File: src/rtl/nibble_serial_adder.sv
// rtl/nibble_serial_adder.sv - nibble-serial adder built around a single 4-bit carry-lookahead adder
//
// CLA_4bit: 4-bit carry-lookahead adder.
//   a, b  : 4-bit operands
//   cin   : carry-in
//   s     : 4-bit sum
//   cout  : carry-out
//
// nibble_serial_adder: computes A + B + cin one nibble per cycle.
//   clk, rst            : clock, synchronous active-high reset
//   in_valid / in_ready : operand handshake (in_ready only while idle)
//   a, b, cin           : operands, latched on acceptance
//   out_valid/out_ready : result handshake, result held until accepted
//   sum, cout           : result and carry-out of the MSB nibble
//   busy                : operation in progress

module CLA_4bit (
    input  logic [3:0] a,
    input  logic [3:0] b,
    input  logic       cin,
    output logic [3:0] s,
    output logic       cout
);
    logic [3:0] g;
    logic [3:0] p;
    logic [4:0] c;

    assign g = a & b;
    assign p = a ^ b;

    // Every carry is expanded from g/p and cin directly so none ripples.
    assign c[0] = cin;
    assign c[1] = g[0] | (p[0] & cin);
    assign c[2] = g[1] | (p[1] & g[0]) | (p[1] & p[0] & cin);
    assign c[3] = g[2] | (p[2] & g[1]) | (p[2] & p[1] & g[0])
                | (p[2] & p[1] & p[0] & cin);
    assign c[4] = g[3] | (p[3] & g[2]) | (p[3] & p[2] & g[1])
                | (p[3] & p[2] & p[1] & g[0]) | (p[3] & p[2] & p[1] & p[0] & cin);

    assign s    = p ^ c[3:0];
    assign cout = c[4];
endmodule

module nibble_serial_adder #(
    parameter int WIDTH = 16
) (
    input  logic             clk,
    input  logic             rst,
    input  logic             in_valid,
    output logic             in_ready,
    input  logic [WIDTH-1:0] a,
    input  logic [WIDTH-1:0] b,
    input  logic             cin,
    output logic             out_valid,
    input  logic             out_ready,
    output logic [WIDTH-1:0] sum,
    output logic             cout,
    output logic             busy
);
    localparam int NIB   = WIDTH / 4;
    localparam int IDX_W = (NIB > 1) ? $clog2(NIB) : 1;
    localparam logic [IDX_W-1:0] LAST_IDX = IDX_W'(NIB - 1);

    typedef enum logic [1:0] {
        IDLE = 2'd0,
        RUN  = 2'd1,
        DONE = 2'd2
    } state_t;

    state_t           state_q, state_d;
    logic [WIDTH-1:0] a_q, a_d;
    logic [WIDTH-1:0] b_q, b_d;
    logic [WIDTH-1:0] sum_q, sum_d;
    logic             carry_q, carry_d;
    logic             cout_q, cout_d;
    logic             out_valid_q, out_valid_d;
    logic [IDX_W-1:0] idx_q, idx_d;

    logic [3:0]       cla_a;
    logic [3:0]       cla_b;
    logic [3:0]       cla_s;
    logic             cla_cout;

    // Select the current nibble of each latched operand.
    always_comb begin
        cla_a = '0;
        cla_b = '0;
        for (int i = 0; i < NIB; i++) begin
            if (idx_q == IDX_W'(i)) begin
                cla_a = a_q[4*i +: 4];
                cla_b = b_q[4*i +: 4];
            end
        end
    end

    CLA_4bit u_cla (
        .a    (cla_a),
        .b    (cla_b),
        .cin  (carry_q),
        .s    (cla_s),
        .cout (cla_cout)
    );

    always_comb begin
        state_d     = state_q;
        a_d         = a_q;
        b_d         = b_q;
        sum_d       = sum_q;
        carry_d     = carry_q;
        cout_d      = cout_q;
        out_valid_d = out_valid_q;
        idx_d       = idx_q;

        case (state_q)
            IDLE: begin
                if (in_valid) begin
                    a_d     = a;
                    b_d     = b;
                    carry_d = cin;
                    idx_d   = '0;
                    state_d = RUN;
                end
            end
            RUN: begin
                for (int i = 0; i < NIB; i++) begin
                    if (idx_q == IDX_W'(i)) begin
                        sum_d[4*i +: 4] = cla_s;
                    end
                end
                carry_d = cla_cout;
                if (idx_q == LAST_IDX) begin
                    // idx stays on the last nibble so it never wraps.
                    cout_d      = cla_cout;
                    out_valid_d = 1'b1;
                    state_d     = DONE;
                end else begin
                    idx_d = idx_q + IDX_W'(1);
                end
            end
            DONE: begin
                if (out_ready) begin
                    out_valid_d = 1'b0;
                    state_d     = IDLE;
                end
            end
            default: begin
                state_d     = IDLE;
                out_valid_d = 1'b0;
            end
        endcase
    end

    always_ff @(posedge clk) begin
        if (rst) begin
            state_q     <= IDLE;
            a_q         <= '0;
            b_q         <= '0;
            sum_q       <= '0;
            carry_q     <= 1'b0;
            cout_q      <= 1'b0;
            out_valid_q <= 1'b0;
            idx_q       <= '0;
        end else begin
            state_q     <= state_d;
            a_q         <= a_d;
            b_q         <= b_d;
            sum_q       <= sum_d;
            carry_q     <= carry_d;
            cout_q      <= cout_d;
            out_valid_q <= out_valid_d;
            idx_q       <= idx_d;
        end
    end

    assign in_ready  = (state_q == IDLE);
    assign busy      = (state_q != IDLE);
    assign out_valid = out_valid_q;
    assign sum       = sum_q;
    assign cout      = cout_q;
endmodule
File: config.mk
export PLATFORM = sky130hd
export DESIGN_NAME = nibble_serial_adder
export DESIGN_NICKNAME = d
export VERILOG_FILES = /design/src/rtl/nibble_serial_adder.sv
export SDC_FILE = /design/constraint.sdc
export NUM_CORES = 1
export LEC_CHECK = 0
export BUFFER_PORTS_ARGS = -buffer_cell sky130_fd_sc_hd__buf_2
export CAP_MARGIN = 0
export CORE_UTILIZATION = 45
export CTS_BUF_LIST = sky130_fd_sc_hd__clkbuf_8
export CTS_CLUSTER_SIZE = 30
export DETAILED_ROUTE_END_ITERATION = 6
export PLACE_DENSITY = 0.68
export SETUP_SLACK_MARGIN = 0.15
export SLEW_MARGIN = 20
export SYNTH_ARGS = -nofsm -noshare
export SYNTH_HDL_FRONTEND = slang
export SYNTH_SLANG_ARGS = --single-unit
File: constraint.sdc
create_clock -name clk -period 3.6 [get_ports clk]
set_clock_uncertainty 0.1 [all_clocks]
set_input_delay 0.18 -clock clk [delete_from_list [all_inputs] [get_ports clk]]
set_output_delay 0.18 -clock clk [all_outputs]
set_load 0.005 [all_outputs]
* Word level (Yosys, flattened, before mapping)
Index checks and enable logic that the tools add are counted.
Operators by class: $add $sub $neg 1, eq/ne operators 9, multiplexer cells 20, bitwise gates (word level) 30, reduce and logical (&&, ||, !) cells 13
Operators with widths (number):
- 4-bit two-way mux | 8
- 1-bit bitwise AND | 16
- 2-bit AND reduction | 6
- 2-bit two-way mux | 5
- 1-bit OR | 10
- 3-bit AND reduction | 3
- 2-bit != test (second input constant) | 4
- 4-bit XOR | 2
- 2-bit == test (second input constant) | 3
- 2-bit one-hot mux with 3 select lines | 1
- 4-bit bitwise AND | 1
- 2-bit by 1-bit == test with 1-bit output (second input constant) | 2
- 2-bit logical NOT | 2
- 2-bit one-hot mux with 2 select lines | 1
- 2-bit nonzero test | 2
- 1-bit two-way mux | 3
- 1-bit one-hot mux with 3 select lines | 1
- 2-bit by 1-bit adder with 2-bit output (second input constant) | 1
- 1-bit one-hot mux with 2 select lines | 1
- 1-bit NOT | 1
Storage, ports and cells: register bits after elaboration 55, bits of input ports 37, output and inout port bits 20, logic and storage cells 84

* Depth between registers and ports, before layout
Gate-level depths: netlist (run 1).
word-level depth 12, mapped depth 12

* By module
Synthesis (run 1) repeated with hierarchy kept, for this count alone.
Second synthesis, totals: cell total of the unflattened synthesis 307, area, all modules 2518.7 µm²
By module, submodules not included:
- nibble_serial_adder | instances 1, cells an instance 290, area an instance 2371.0 µm², sequential area each 1101.1 µm²
- CLA_4bit | instances 1, cells an instance 17, area an instance 147.6 µm², sequential area each 0.0 µm²

* Worst setup path after synthesis (run 1)
Ideal clock, no wire load.
path kind register to register, start point register idx_q[0], end point register sum_q[10] (netlist: sum[10]), setup time 0.070 ns, data arrival time 2.572 ns, required time 3.430 ns, slack 0.858 ns, cell stages (with the launch flop) 12, path buffers 2, cell sequence dfxtp_1 -> inv_1 -> ha_1 -> clkbuf_1 -> clkbuf_1 -> a21oi_1 -> o21ai_0 -> ha_1 -> a211oi_1 -> nor2_1 -> or3_1 -> a21oi_1
On the way: word-level cells in the longest chain between the ends 10, elaborated cells on any way between the ends 21, those cells by class eq/ne: 3; mux: 8; bitwise: 8; reduce/logical: 2
RTL lines:
- start, declared | RTL line 77 | logic [IDX_W-1:0] idx_q, idx_d;
- start signal, assigned | RTL line 171 | idx_q <= idx_d;
- 2-bit logical NOT | RTL line 89 | if (idx_q == IDX_W'(i)) begin
- 4-bit two-way mux (4 in a row) | RTL line 89
- 4-bit XOR / 4-bit bitwise AND (equally long branches) | RTL line 29, 28
- 1-bit bitwise AND | RTL line 34 | assign c[2] = g[1] | (p[1] & g[0]) | (p[1] & p[0] & cin);
- 1-bit OR / 1-bit bitwise AND (equally long branches) | RTL line 34
- 1-bit OR | RTL line 34
- 4-bit XOR | RTL line 40 | assign s = p ^ c[3:0];
- end signal, assigned | RTL line 167 | sum_q <= sum_d;
- end, declared | RTL line 73 | logic [WIDTH-1:0] sum_q, sum_d;
Several ways; a longest one is shown, not always the timed one. A chain may end at the register's enable or synchronous reset.

* Worst setup path in the final report (run 1)
start point register idx_q[1], end point register sum_q[6] (netlist: sum[6])
Same word-level chain as after synthesis.

==> results of run 1 <==
[per-layer routing]
| metal | wire, um | global-route usage [%] | vias to the layer above |
|---|---|---|---|
| met4 | 82 | 7.31 | 0 |
| met3 | 204 | 4.19 | 9 |
| met1 | 2610 | 24.0 | 987 |
| met5 | 0 | 0 | - |
| li1 | - | - | 1192 |
| met2 | 2500 | 32.9 | 53 |
[flip-flops by register name (all words and copies together), names as in the netlist]
name	flops
a_q	16
b_q	16
carry_q	1
cout	1
idx_q	2
out_valid	1
state_q	2
sum	16
[stage by stage]
step	cells	instance area [sq um]	total power, mW	setup slack (ns)
2_1_floorplan	325	2480	0.781	0.858
3_3_place_gp	431	2760	0.833	0.722
3_5_place_dp	431	2760	0.836	0.601
4_1_cts	448	2930	1.16	0.575
5_1_grt	451	2960	1.22	0.270
6_report	451	2960	1.15	0.578
[worst max-delay path, delay by kind of cell, from the launching register on]
kind	cells	cell delay, ns
AO/OA/AOI/OAI	5	0.95
adder cells (fa/ha/maj)	2	0.82
buffers and inverters	1	0.09
flip-flops	1	0.35
AND/OR/NAND/NOR	3	0.63
[area by class of cell]
cell class              instances  area share [%]
clock buffers                   5            2.32
clock inverters                 3           0.423
inverters                       7           0.888
multi-input cells             241            42.2
flip-flops and latches         55            37.2
well taps                      70            2.96
repair buffers                 70            14.0
[logic make-up after synthesis]
logic type      Yosys count  synth area share [%]
simple gates            142                  25.3
compound gates           88                  19.2
flops                    55                  44.4
buf+inv                  29                  5.55
fa+ha+maj                 9                  4.84
xor+xnor                  1                 0.353
mux                       1                 0.403
[report_power, final]
group | internal [mW] | switching (mW)
clock | 0.131 | 0.185
sequential | 0.637 | 0.0176
combinational | 0.0761 | 0.100
total | 0.844 | 0.303
[layout by cell type (no fill, tap or decap), types with 2 or more instances in the layout]
master / netlist / layout
a211oi_1: 6 / 6
a311oi_1: 2 / 2
or3_1: 4 / 4
buf_4: 1 / 2
dfxtp_1: 55 / 55
a21oi_1: 63 / 63
nor3_1: 2 / 2
o21ai_0: 12 / 12
nor2_1: 12 / 12
a21o_1: 2 / 2
inv_1: 7 / 9
and2_1: 3 / 3
nand3b_1: 8 / 8
nand2_1: 103 / 103
dlygate4sd3_1: 0 / 12
clkbuf_8: 0 / 5
buf_2: 8 / 56
ha_1: 8 / 8
nand4_1: 5 / 5
[what timing repair did]
item,CTS,global route
endpoints found under the setup margin,0,0
hold buffers,9,3
endpoints found under the hold margin,9,3
gates resized for setup,0,0
[worst max-delay path by stage]
stage	to	slack, ns
final	sum[6]$_SDFFE_PP0P_	0.58
after global routing	sum[10]$_SDFFE_PP0P_	0.27
after CTS	sum[2]$_SDFFE_PP0P_	0.58
after detailed placement	sum[10]$_SDFFE_PP0P_	0.60
after global placement	sum[2]$_SDFFE_PP0P_	0.72
after floorplan	sum[10]$_SDFFE_PP0P_	0.86
[Yosys cell counts (all sizes together) (2+ instances only)]
library cell,count
nor3,2
a21o,2
nand3b,8
and2,4
buf,13
nor3b,2
clkbuf,9
a21oi,63
nand2,104
or3,4
o21ai,12
inv,7
a311oi,2
a211oi,6
ha,8
nor2,12
dfxtp,55
nand4,5
==> key figures, run 1 <==
STA
  – Final Hold Fails: 0
  – Slew HR: 33.9%
  – RSZ-0062 raised after global routing: no
  – Minimum hold slack: 0.00687 ns
  – Setup TNS: 0 ns
  – Max Slew Vio Count: 0
  – Final min period: 3.02 ns
  – Period utilization: 83.9%
  – Worst-Margin Slew: 0.991 ns
  – Fmax: 331 MHz
  – Final setup violation count: 0

CTS
  – Post-CTS Setup Repair Bufs: 0
  – Worst-Skew Late Latency: 0.30 ns
  – Num CTS Buffers: 5
  – CTS tree: built
  – CTS Sinks: 55
  – Htree depth: 2
  – Max Buffers Root-to-Sink: 2
  – Worst-path clk slew: 0.09 ns
  – CTS root buffer: clkbuf_8

Logic synthesis
  – Ranking of synthesized cells by area: dfxtp_1, nand2_1, a21oi_1
  – #FFs+latches synth: 55
  – FFs w/ async S/R, synth: 0%
  – Mapped Cells: 325
  – Mapped cell area: 2480 sq um
  – Dominant cell type by area after synthesis: dfxtp_1
  – Ys Warns: 0
  – Sequential area share after synthesis: 44.4%
  – Synth cell types: 31
  – Syn Nets: 371
  – Post-synth EDFFs: 0
  – Mean Syn Cell Area: 7.63 sq um
  – Share of the synthesized area in the top cell type: 44.4%
  – Most common flop cell mapped by yosys: dfxtp_1

Die
  – Die height: 76.3 um
  – Die area: 5810 sq um
  – Core region area: 5200 sq um
  – Std-Cell Rows: 26
  – I/O pin count: 57
  – Die Width: 76.3 um
  – Initial Util: 47.7%

Critical path
  – Critical-path cell list: inv_1 > ha_1 > nand2_1 > a21oi_1 > a21oi_1 > o21ai_0 > ha_1 > a211oi_1 > nor2_1 > or3_1 > a21oi_1
  – CP dominant cell by count: a21oi_1
  – Worst R2R Start: idx_q[1]$_SDFFE_PP0P_
  – Crit-path slowest cell: ha_1
  – CP required: 3.73 ns
  – Worst R2R Path Depth: 11
  – Reg-to-reg setup timing slack: 0.58 ns
  – CP endpoint kind: register
  – Critical path arrival: 3.15 ns
  – Worst path max stage delay: 0.51 ns
  – CP Max Fanout: 18
  – Worst r2r dst: sum[6]$_SDFFE_PP0P_
  – WS Path Type: reg2reg
  – CP startpoint kind: register
  – Critical path origin: idx_q[1]$_SDFFE_PP0P_

Cells and area
  – Storage element area: 1100 sq um
  – Utilization after layout: 56.9%
  – Area Growth Syn to Fin: 19.3%
  – Fill count: 527
  – ANT cells: 0
  – Share of layout cells above drive strength 1: 17.6%
  – Multi-input gate area: 1250 sq um
  – Final net count: 426

GRT
  – GR Util All Layers: 19.4%
  – Global-route wire length before repair: 9.14 mm
  – Vias in the first global route: 2,105
  – Largest net degree at the start of global routing: 56
  – Initial antenna violation count: 0
  – GRT Residual Overflow: 0

Hold path
  – Worst Hold Launch: b[8]
  – Hold depth: 3
  – Hold crit path type: in2reg
  – Hold endpoint: b_q[8]$_SDFFE_PP0P_

Detailed routing
  – 1st-iter DRT viols: 129
  – First drt pass iteration count: 4
  – Post-route ant nets: 0
  – Vias per inst: 4.97
  – DR vias: 2,241
  – Drt wl/cell: 12.0 um
  – Residual DRC: 0
  – DRT Wirelength: 5.39 mm

Placed design
  – GPL Wtd Cong: 0.827
  – Port Buffer Count: 56
  – Hpwl dp: 3.71 mm

Outcome
  – Status: finished clean

Pwr
  – Power Density: 387 nW/um^2
  – Static leakage power: 1.21 nW
  – Maximum VDD drop: 226 uV

Job
  – Max_cap viols: 0
(Power assumes the default switching activity.)
==> run 2, diff against run 1 <==
--- a/config.mk
+++ b/config.mk
@@ -5,6 +5,7 @@
 export SDC_FILE = /design/constraint.sdc
 export NUM_CORES = 1
 export LEC_CHECK = 0
+export ABC_AREA = 1
 export BUFFER_PORTS_ARGS = -buffer_cell sky130_fd_sc_hd__buf_2
 export CAP_MARGIN = 0
 export CORE_UTILIZATION = 45
==> constraint.sdc (replaced) <==
create_clock -name clk -period 2.8 [get_ports clk]
set_clock_uncertainty 0.1 [all_clocks]
set_input_delay 0.14 -clock clk [delete_from_list [all_inputs] [get_ports clk]]
set_output_delay 0.14 -clock clk [all_outputs]
set_load 0.005 [all_outputs]
==> run 2 against run 1 <==
Net effect: area after synthesis rose by 2.3%; routed wire length is 11% higher; final cell count rose by 11%; die area increased by 2.2%; utilization rose by 5.8 points; setup slack worse by 0.22 ns; largest power group unchanged; critical path type unchanged; fmax increased by 24%.
==> key figures, run 2 <==
Outcome
  – Status: finished clean (unchanged)

Logic synthesis
  – Synth cell types: 25 (was 31)
  – Share of the synthesized area in the top cell type: 43.4% (was 44.4%)
  – Dominant cell type by area after synthesis: dfxtp_1 (unchanged)
  – Post-synth EDFFs: 0 (unchanged)
  – Count leader, synth: nor2_1 (was nand2_1)
  – Top cells by count, synth: nor2_1, dfxtp_1, nand2_1 (was nand2_1, a21oi_1, dfxtp_1)
  – Mean Syn Cell Area: 7.27 sq um (was 7.63 sq um)
  – Ranking of synthesized cells by area: dfxtp_1, nor2_1, o21ai_0 (was dfxtp_1, nand2_1, a21oi_1)
  – Syn Nets: 395 (was 371)
  – Ys Warns: 0 (unchanged)
  – Most common flop cell mapped by yosys: dfxtp_1 (unchanged)
  – #FFs+latches synth: 55 (unchanged)
  – Sequential area share after synthesis: 43.4% (was 44.4%)
  – FFs w/ async S/R, synth: 0% (unchanged)
  – Mapped cell area: 2540 sq um (was 2480 sq um)
  – Mapped Cells: 349 (was 325)

CTS
  – CTS root buffer: clkbuf_8 (unchanged)
  – Worst-Skew Late Latency: 0.30 ns (about the same)
  – Htree depth: 2 (unchanged)
  – Max Buffers Root-to-Sink: 2 (unchanged)
  – CTS tree: built (unchanged)
  – Worst-path clk slew: 0.10 ns (was 0.09 ns)
  – CTS Sinks: 55 (unchanged)
  – Num CTS Buffers: 5 (unchanged)

Die
  – I/O pin count: 57 (unchanged)
  – Initial Util: 48.1% (was 47.7%)
  – Core region area: 5270 sq um (was 5200 sq um)
  – Die height: 77.1 um (was 76.3 um)
  – Die Width: 77.1 um (was 76.3 um)
  – Die area: 5940 sq um (was 5810 sq um)
  – Std-Cell Rows: 26 (unchanged)

Critical path
  – Crit-path slowest cell: dfxtp_1 (was ha_1)
  – Worst R2R Start: idx_q[1]$_SDFFE_PP0P_ (unchanged)
  – CP required: 2.90 ns (was 3.73 ns)
  – Buf/Inv on CP: 4 (was 1)
  – CP endpoint kind: register (unchanged)
  – CP Max Fanout: 7 (was 18)
  – CP startpoint kind: register (unchanged)
  – WS Path Type: reg2reg (unchanged)
  – Worst R2R Path Depth: 13 (was 11)
  – Critical-path cell list: inv_1 > ha_4 > clkinvlp_2 > buf_4 > o211ai_1 > a21oi_1 > ha_1 > nand2_1 > inv_1 > a21oi_1 > nand3_1 > nor2_1 > nor2_1 (was inv_1 > ha_1 > nand2_1 > a21oi_1 > a21oi_1 > o21ai_0 > ha_1 > a211oi_1 > nor2_1 > or3_1 > a21oi_1)
  – Critical path arrival: 2.54 ns (was 3.15 ns)
  – Worst path max stage delay: 0.38 ns (was 0.51 ns)
  – Reg-to-reg setup timing slack: 0.36 ns (was 0.58 ns)
  – Critical path origin: idx_q[1]$_SDFFE_PP0P_ (unchanged)
  – Cell family with most CP delay: buffers and inverters (was compound AO/OA/AOI/OAI gates)
  – Worst r2r dst: carry_q$_SDFFE_PP0P_ (was sum[6]$_SDFFE_PP0P_)

GRT
  – Vias in the first global route: 2,364 (was 2,105)
  – Initial antenna violation count: 0 (unchanged)
  – Global-route wire length before repair: 10.2 mm (was 9.14 mm)
  – Largest net degree at the start of global routing: 50 (was 56)
  – GR Util All Layers: 21.2% (was 19.4%)
  – GRT Residual Overflow: 0 (unchanged)

STA
  – Final Hold Fails: 0 (unchanged)
  – RSZ-0062 raised after global routing: no (unchanged)
  – Minimum hold slack: 0.00150 ns (was 0.00687 ns)
  – Final setup violation count: 0 (unchanged)
  – Final min period: 2.44 ns (was 3.02 ns)
  – Fmax: 410 MHz (was 331 MHz)
  – Period utilization: 87.1% (was 83.9%)
  – Worst-Margin Slew: 0.657 ns (was 0.991 ns)
  – Setup TNS: 0 ns (unchanged)
  – Slew HR: 56.1% (was 33.9%)
  – Max Slew Vio Count: 0 (unchanged)

Cells and area
  – Multi-input gate area: 1260 sq um (was 1250 sq um)
  – Share of layout cells above drive strength 1: 20.9% (was 17.6%)
  – Most common cell after layout, fill and taps aside: nor2_1 (was nand2_1)
  – ANT cells: 0 (unchanged)
  – Final net count: 476 (was 426)
  – Area Growth Syn to Fin: 30.1% (was 19.3%)
  – Most frequent cells in the layout: nor2_1, buf_2, dfxtp_1 (was nand2_1, a21oi_1, buf_2)
  – Storage element area: 1100 sq um (about the same)
  – Fill count: 529 (was 527)

Job
  – Max_cap viols: 0 (unchanged)

Hold path
  – Worst Hold Launch: a[5] (was b[8])
  – Hold crit path type: in2reg (unchanged)
  – Hold endpoint: a_q[5]$_SDFFE_PP0P_ (was b_q[8]$_SDFFE_PP0P_)
  – Hold depth: 3 (unchanged)

Pwr
  – Switch Pwr: 0.486 mW (was 0.303 mW)
  – Internal: 1.34 mW (was 0.844 mW)
  – Clk network pwr share: 33.1% (was 27.6%)
  – Power Density: 553 nW/um^2 (was 387 nW/um^2)
  – Flop pwr share: 47.7% (was 57.1%)
  – Static leakage power: 1.57 nW (was 1.21 nW)
  – Sw frac: 26.6% (was 26.4%)
  – Comb power frac: 19.2% (was 15.4%)
  – Maximum VDD drop: 341 uV (was 226 uV)

Placed design
  – Port Buffer Count: 56 (unchanged)
  – GPL Wtd Cong: 0.877 (was 0.827)
  – Hpwl dp: 4.07 mm (was 3.71 mm)

Detailed routing
  – Drt wl/cell: 12.0 um (about the same)
  – 1st-iter DRT viols: 74 (was 129)
  – Post-route ant nets: 0 (unchanged)
  – DR vias: 2,470 (was 2,241)
  – Residual DRC: 0 (unchanged)
  – DRT Wirelength: 6.01 mm (was 5.39 mm)
  – First drt pass iteration count: 4 (unchanged)
  – Vias per inst: 4.93 (was 4.97)
==> run 2: changes by cell type after synthesis, sizes merged, moves of 4 or more <==
cell	delta
a21oi	-45
a211oi	-6
and2	-4
o21ai	+41
nand3	+13
o21a	+9
inv	+22
a31oi	+5
nand3b	-8
nor2	+67
nand2	-51
==> run 2: worst min-delay path: cells and delay by family <==
family                 cells  cell delay (ns)
AND/OR/NAND/NOR            1             0.08
AO/OA/AOI/OAI              1             0.08
buffers and inverters      1             0.07
==> run 2: routing by layer <==
metal	global-route usage, %	wire [um]
met4	7.17	37
met5	0	0
met1	25.1	2840
met3	3.69	200
met2	38.3	2930
==> run 2: repair_timing <==
action	in CTS	in global routing
endpoints found under the hold margin	30	0
hold buffers	26	0
resized for setup	0	11
setup buffers	0	6
setup endpoints to repair	0	18
==> run 2: stage by stage <==
stage / cells / worst slack, ns / total power, mW / utilization, % / cell area (sq um)
detailed placement: 459 / 0.193 / 1.19 / 53.3 / 2810
floorplan: 349 / 0.453 / 1.11 / - / 2540
global route: 501 / 0.166 / 1.93 / 62.6 / 3300
finish: 501 / 0.361 / 1.83 / 62.6 / 3300
CTS: 493 / 0.165 / 1.82 / 60.8 / 3200
global placement: 459 / 0.285 / 1.19 / 53.3 / 2810
==> run 2: area by class of cell <==
| cell class | count | share of cell area (%) |
|---|---|---|
| clock buffers | 5 | 2.08 |
| clock inverters | 3 | 1.93 |
| inverters | 29 | 3.53 |
| multi-input cells | 248 | 38.1 |
| flip-flops and latches | 55 | 33.4 |
| well taps | 70 | 2.65 |
| repair buffers | 89 | 18.0 |
| repair inverters | 2 | 0.379 |
==> run 2: cells by family after synthesis <==
family                     share of synthesized area [%]
AOI/OAI and AO/OA                                   19.1
buffers and inverters                               8.33
and+or+nand+nor                                     24.1
adders and majority gates                           4.73
xor gates and xnor gates                           0.345
DFF                                                 43.4
==> run 2: worst max path at each step <==
| stage | endpoint | cells past startpoint |
|---|---|---|
| after detailed placement | sum[7]$_SDFFE_PP0P_ | 15 |
| after CTS | sum[15]$_SDFFE_PP0P_ | 15 |
| after floorplan | sum[11]$_SDFFE_PP0P_ | 17 |
| after global placement | sum[3]$_SDFFE_PP0P_ | 15 |
| after global routing | sum[14]$_SDFFE_PP0P_ | 14 |
| final | carry_q$_SDFFE_PP0P_ | 13 |
==> run 2: power groups by stage <==
stage          combinational (mW)  sequential (mW)  clock [mW]
4_1_cts                     0.333            0.871       0.615
5_1_grt                     0.402            0.878       0.647
3_3_place_gp                0.299            0.888           0
6_report                    0.350            0.871       0.604
2_1_floorplan               0.231            0.877           0
3_5_place_dp                0.305            0.889           0
